### config.mk
export PLATFORM = sky130hd
export DESIGN_NAME = mms_stream_ctrl
export DESIGN_NICKNAME = d
export VERILOG_FILES = /design/src/rtl/mms_stream_ctrl.sv
export SDC_FILE = /design/constraint.sdc
export NUM_CORES = 1
export LEC_CHECK = 0
export BUFFER_PORTS_ARGS = -buffer_cell sky130_fd_sc_hd__buf_2
export CAP_MARGIN = 30
export CORE_ASPECT_RATIO = 2
export CORE_UTILIZATION = 30
export CTS_CLUSTER_DIAMETER = 80
export DETAILED_ROUTE_END_ITERATION = 8
export PLACE_DENSITY = 0.56
export REMOVE_ABC_BUFFERS = 1
export SLEW_MARGIN = 20
export SYNTH_ARGS = -nofsm -noshare
export SYNTH_HDL_FRONTEND = slang
export SYNTH_SLANG_ARGS = --single-unit
export TNS_END_PERCENT = 30
### constraint.sdc
create_clock -name clk -period 3.65 [get_ports clk]
set_input_delay 0.365 -clock clk [delete_from_list [all_inputs] [get_ports clk]]
set_output_delay 0.365 -clock clk [all_outputs]
set_load 0.03 [all_outputs]
### src/rtl/mms_stream_ctrl.sv
// Purpose : serial min/max reducer; one shared comparator folds each frame of beats into a single result.
// Latency : result valid the cycle after a frame's closing beat is accepted.
// Backpr. : in_ready low while a result is held; result and count held stable until out_ready.
//
// Ports:
//   clk, rst         sole clock (rising edge), synchronous active-high reset
//   select           1 = min, 0 = max; captured on a frame's first accepted beat
//   in_valid/in_ready/in_data/in_last   input beat handshake; in_last closes a frame early
//   out_valid/out_ready/out_data/out_count   one result per frame plus its beat count
//   out_index        (only with MMS_ARGIDX_EN) zero-based position of the winning beat
//
// Optional feature macro: MMS_ARGIDX_EN adds out_index and its tracking register.
module mms_stream_ctrl #(
    parameter int WIDTH     = 8,
    parameter int FRAME_LEN = 4
) (
    input  logic             clk,
    input  logic             rst,
    input  logic             select,
    input  logic             in_valid,
    output logic             in_ready,
    input  logic [WIDTH-1:0] in_data,
    input  logic             in_last,
    output logic             out_valid,
    input  logic             out_ready,
    output logic [WIDTH-1:0] out_data,
    output logic [7:0]       out_count
`ifdef MMS_ARGIDX_EN
    ,
    output logic [7:0]       out_index
`endif
);

    generate
        if (FRAME_LEN < 1 || FRAME_LEN > 255) begin : g_bad_frame_len
            $error("mms_stream_ctrl: FRAME_LEN must be in 1..255");
        end
    endgenerate

    localparam logic [1:0] S_IDLE  = 2'd0;
    localparam logic [1:0] S_ACCUM = 2'd1;
    localparam logic [1:0] S_HOLD  = 2'd2;

    localparam logic [7:0] LAST_CNT   = 8'(FRAME_LEN);
    localparam logic       SINGLE_BEAT = (FRAME_LEN == 1);

    logic [1:0]       r_state;
    logic [WIDTH-1:0] r_acc;
    logic             r_mode;
    logic [7:0]       r_cnt;
`ifdef MMS_ARGIDX_EN
    logic [7:0]       r_idx;
`endif

    logic       w_take;
    logic       w_better;
    logic [7:0] w_cnt_nxt;
    logic       w_close_first;
    logic       w_close_accum;

    assign w_take        = in_valid & in_ready;
    // Strict compare: on a tie the held value (and its earlier position) wins.
    assign w_better      = r_mode ? (in_data < r_acc) : (in_data > r_acc);
    // r_cnt never exceeds FRAME_LEN <= 255, so the increment cannot wrap.
    assign w_cnt_nxt     = r_cnt + 8'd1;
    assign w_close_first = in_last | SINGLE_BEAT;
    assign w_close_accum = in_last | (w_cnt_nxt == LAST_CNT);

    always_ff @(posedge clk) begin
        if (rst) begin
            r_state <= S_IDLE;
            r_acc   <= '0;
            r_mode  <= 1'b0;
            r_cnt   <= 8'd0;
`ifdef MMS_ARGIDX_EN
            r_idx   <= 8'd0;
`endif
        end else begin
            case (r_state)
                S_IDLE: begin
                    if (w_take) begin
                        r_acc   <= in_data;
                        r_mode  <= select;
                        r_cnt   <= 8'd1;
`ifdef MMS_ARGIDX_EN
                        r_idx   <= 8'd0;
`endif
                        r_state <= w_close_first ? S_HOLD : S_ACCUM;
                    end
                end
                S_ACCUM: begin
                    if (w_take) begin
                        if (w_better) begin
                            r_acc <= in_data;
`ifdef MMS_ARGIDX_EN
                            // r_cnt beats already taken, so it is this beat's position.
                            r_idx <= r_cnt;
`endif
                        end
                        r_cnt <= w_cnt_nxt;
                        if (w_close_accum) begin
                            r_state <= S_HOLD;
                        end
                    end
                end
                S_HOLD: begin
                    if (out_ready) begin
                        r_state <= S_IDLE;
                    end
                end
                default: r_state <= S_IDLE;
            endcase
        end
    end

    // The !rst term is the only non-state input to any output.
    assign in_ready  = !rst && (r_state != S_HOLD);
    assign out_valid = (r_state == S_HOLD);
    assign out_data  = r_acc;
    assign out_count = r_cnt;
`ifdef MMS_ARGIDX_EN
    assign out_index = r_idx;
`endif

endmodule
==> impl_metrics.env <==
export IMPL_cts_hold_fix_buffers=0
export IMPL_grt_pass1_vias=1124
export IMPL_avgSynthCellArea_um2=7.81
export IMPL_area_delta_synth_final_pct=19.3
export IMPL_drive_gt1_frac=0.221
export IMPL_insertion_delay_ps=260
export IMPL_slew_headroom=0.485
export IMPL_status="complete, no violations"
export IMPL_hp_class="primary input to flop"
export IMPL_critPathLaunchType="flop"
export IMPL_initial_core_util=0.312
export IMPL_die_y_um=91.0
export IMPL_crit_path_end_kind="flop"
export IMPL_required_ps=3840
export IMPL_ir_worst_vdd_uv=166
export IMPL_cts_buffers=3
export IMPL_dieArea_mm2=0.00423
export IMPL_cp_arrival_ps=2370
export IMPL_drtIter0Drc=11
export IMPL_cts_setup_buffers=0
export IMPL_maxCapViolCount=0
export IMPL_grtUsageTotal=0.152
export IMPL_cts_htree_levels=1
export IMPL_netlist_instances=152
export IMPL_io_buffers=31
export IMPL_power_density_mw_per_mm2=350
export IMPL_cts_tree="built"
export IMPL_fin_crit_ps=2180
export IMPL_period_share=0.598
export IMPL_wl_per_cell_um=12.9
export IMPL_antenna_left=0
export IMPL_clockRootBuffer="clkbuf_8"
export IMPL_leakage_uw=0.000583
export IMPL_place_inst=227
export IMPL_timing_critical_path_slowest_stage_cell="nor3b_4"
export IMPL_totalNegativeSetupSlack_ps=0
export IMPL_cts_repair_resized=0
export IMPL_path_buf_inv=0
export IMPL_crit_top_cell="a21oi_1"
export IMPL_drc_errors=0
export IMPL_cp_top_family="simple AND/OR/NAND/NOR gates"
export IMPL_clock_sinks=19
export IMPL_hpwl_mm=2.18
export IMPL_grt_first_pass_wirelength_mm=4.85
export IMPL_ioPinCount=32
export IMPL_seq_area_frac_synth=0.320
export IMPL_synth_warnings=0
export IMPL_postLayoutCellArea_mm2=0.00142
export IMPL_most_common_layout_cells="buf_2, a21oi_1, dfxtp_1"
export IMPL_fp_dieW_um=46.5
export IMPL_dpl_cell_area_mm2=0.00137
export IMPL_stdcell_count=232
export IMPL_final_common_cell="buf_2"
export IMPL_place_gp_congestion=0.816
export IMPL_via_count=1182
export IMPL_tightestPinTransition_ps=771
export IMPL_routed_wl_mm=2.99
export IMPL_finClkSkew_ps=2.71
export IMPL_worstSetupPathType="flop to flop"
export IMPL_setup_violations_final=0
export IMPL_cts_buffer_depth=2
export IMPL_slowest_delay_ps=700
export IMPL_ys_ff_latch=19
export IMPL_core_area_mm2=0.00380
export IMPL_num_antenna_cells=0
export IMPL_avgViaCountPerCell=5.09
export IMPL_syn_area_mm2=0.00119
export IMPL_fmax_ghz=0.458
export IMPL_gr_total_overflow=0
export IMPL_n_fill_cell=440
export IMPL_slew_viol_final=0
export IMPL_drt_pre_antenna_iters=4
export IMPL_path_cells="nor3b_4, nand4b_1, nor4_1, a21oi_1, or3_1, a21oi_1"
export IMPL_clk_pin_slew_worst_paths_ps=80
export IMPL_fin_nets=206
export IMPL_num_rows=32
export IMPL_antenna_found_initial=0
export IMPL_rsz0062_at_grt="false"
export IMPL_hold_viol_final=0
export IMPL_synthDistinctLibCells=34
export IMPL_path_max_fanout=19
export IMPL_grt_max_degree=23
[through the flow]
stage,setup slack (ps),utilization,hold WS [ps],power (uW)
after floorplan,1500,-,434,311
after global placement,1230,0.359,471,351
after detailed placement,1250,0.359,478,352
after CTS,1330,0.371,342,506
after global routing,1260,0.372,361,531
final,1470,0.372,346,496
[layer usage]
| metal | global-route usage | vias up | wire, um |
|---|---|---|---|
| met1 | 0.170 | 548 | 1220 |
| met3 | 0.0239 | 2 | 95 |
| met5 | 0 | - | 0 |
| met4 | 0.0588 | 0 | 25 |
| met2 | 0.266 | 26 | 1650 |
| li1 | - | 606 | - |
[flip-flops by register name, indices dropped and copies added (netlist names)]
register   cells
out_count      8
out_data       8
r_state        2
r_mode         1
[worst register-to-register path, stage by stage, from the launching register on]
cell	delay [ps]
dfxtp_1	400
nor3b_4	700
nand4b_1	180
nor4_1	220
a21oi_1	150
or3_1	350
a21oi_1	110
[Yosys cell counts (all sizes together)]
library cell	instances	share of area
a211oi	2	0.013
a21o	1	0.0063
a21oi	22	0.096
a22oi	1	0.0063
and2	1	0.0053
and2b	1	0.0063
and3	1	0.0053
buf	2	0.019
clkbuf	5	0.016
dfxtp	19	0.32
ha	10	0.11
inv	10	0.032
nand2	15	0.047
nand3	12	0.051
nand3b	1	0.0063
nand4	2	0.011
nand4b	1	0.0074
nor2	12	0.038
nor2b	3	0.016
nor3	5	0.021
nor3b	1	0.016
nor4	1	0.0053
o211ai	10	0.063
o21a	1	0.0063
o21ai	3	0.013
o31ai	1	0.0063
o32a	2	0.018
or2	1	0.0053
or3	2	0.011
or3b	1	0.0074
xnor2	1	0.0074
xor2	2	0.015
[cell type report]
class                           count  area (um2)  area share
Tap cell                           51        63.8      0.0451
Clock buffer                        3        41.3      0.0292
Inverter                           10        37.5      0.0265
Multi-Input combinational cell    116         728       0.514
Sequential cell                    19         380       0.269
Clock inverter                      1        5.00     0.00353
Timing Repair Buffer               32         160       0.113
[logic make-up (layout without fill, tap and decap cells)]
kind of cell,after synthesis,after routing,share of synthesized area
adders and majority gates,10,10,0.105
AOI/OAI and AO/OA,43,43,0.228
DFF,19,19,0.320
and+or+nand+nor,60,60,0.258
buffers and inverters,17,46,0.0664
xor gates and xnor gates,3,3,0.0221
[final timing paths]
path                                   from           to  slack (ps)  cells after the start
worst max-delay path             r_state[1]   r_state[1]        1470                      6
worst min-delay path                 select       r_mode         350                      3
worst min register to register  out_data[3]  out_data[3]         490                      2
worst max register to register   r_state[1]   r_state[1]        1470                      6
[report_power, final]
group | total (uW) | internal, uW | switching [uW]
clock network | 149 | 75.9 | 73.1
registers | 234 | 217 | 16.9
logic | 114 | 41.8 | 72.0
(Power assumes the default switching activity.)
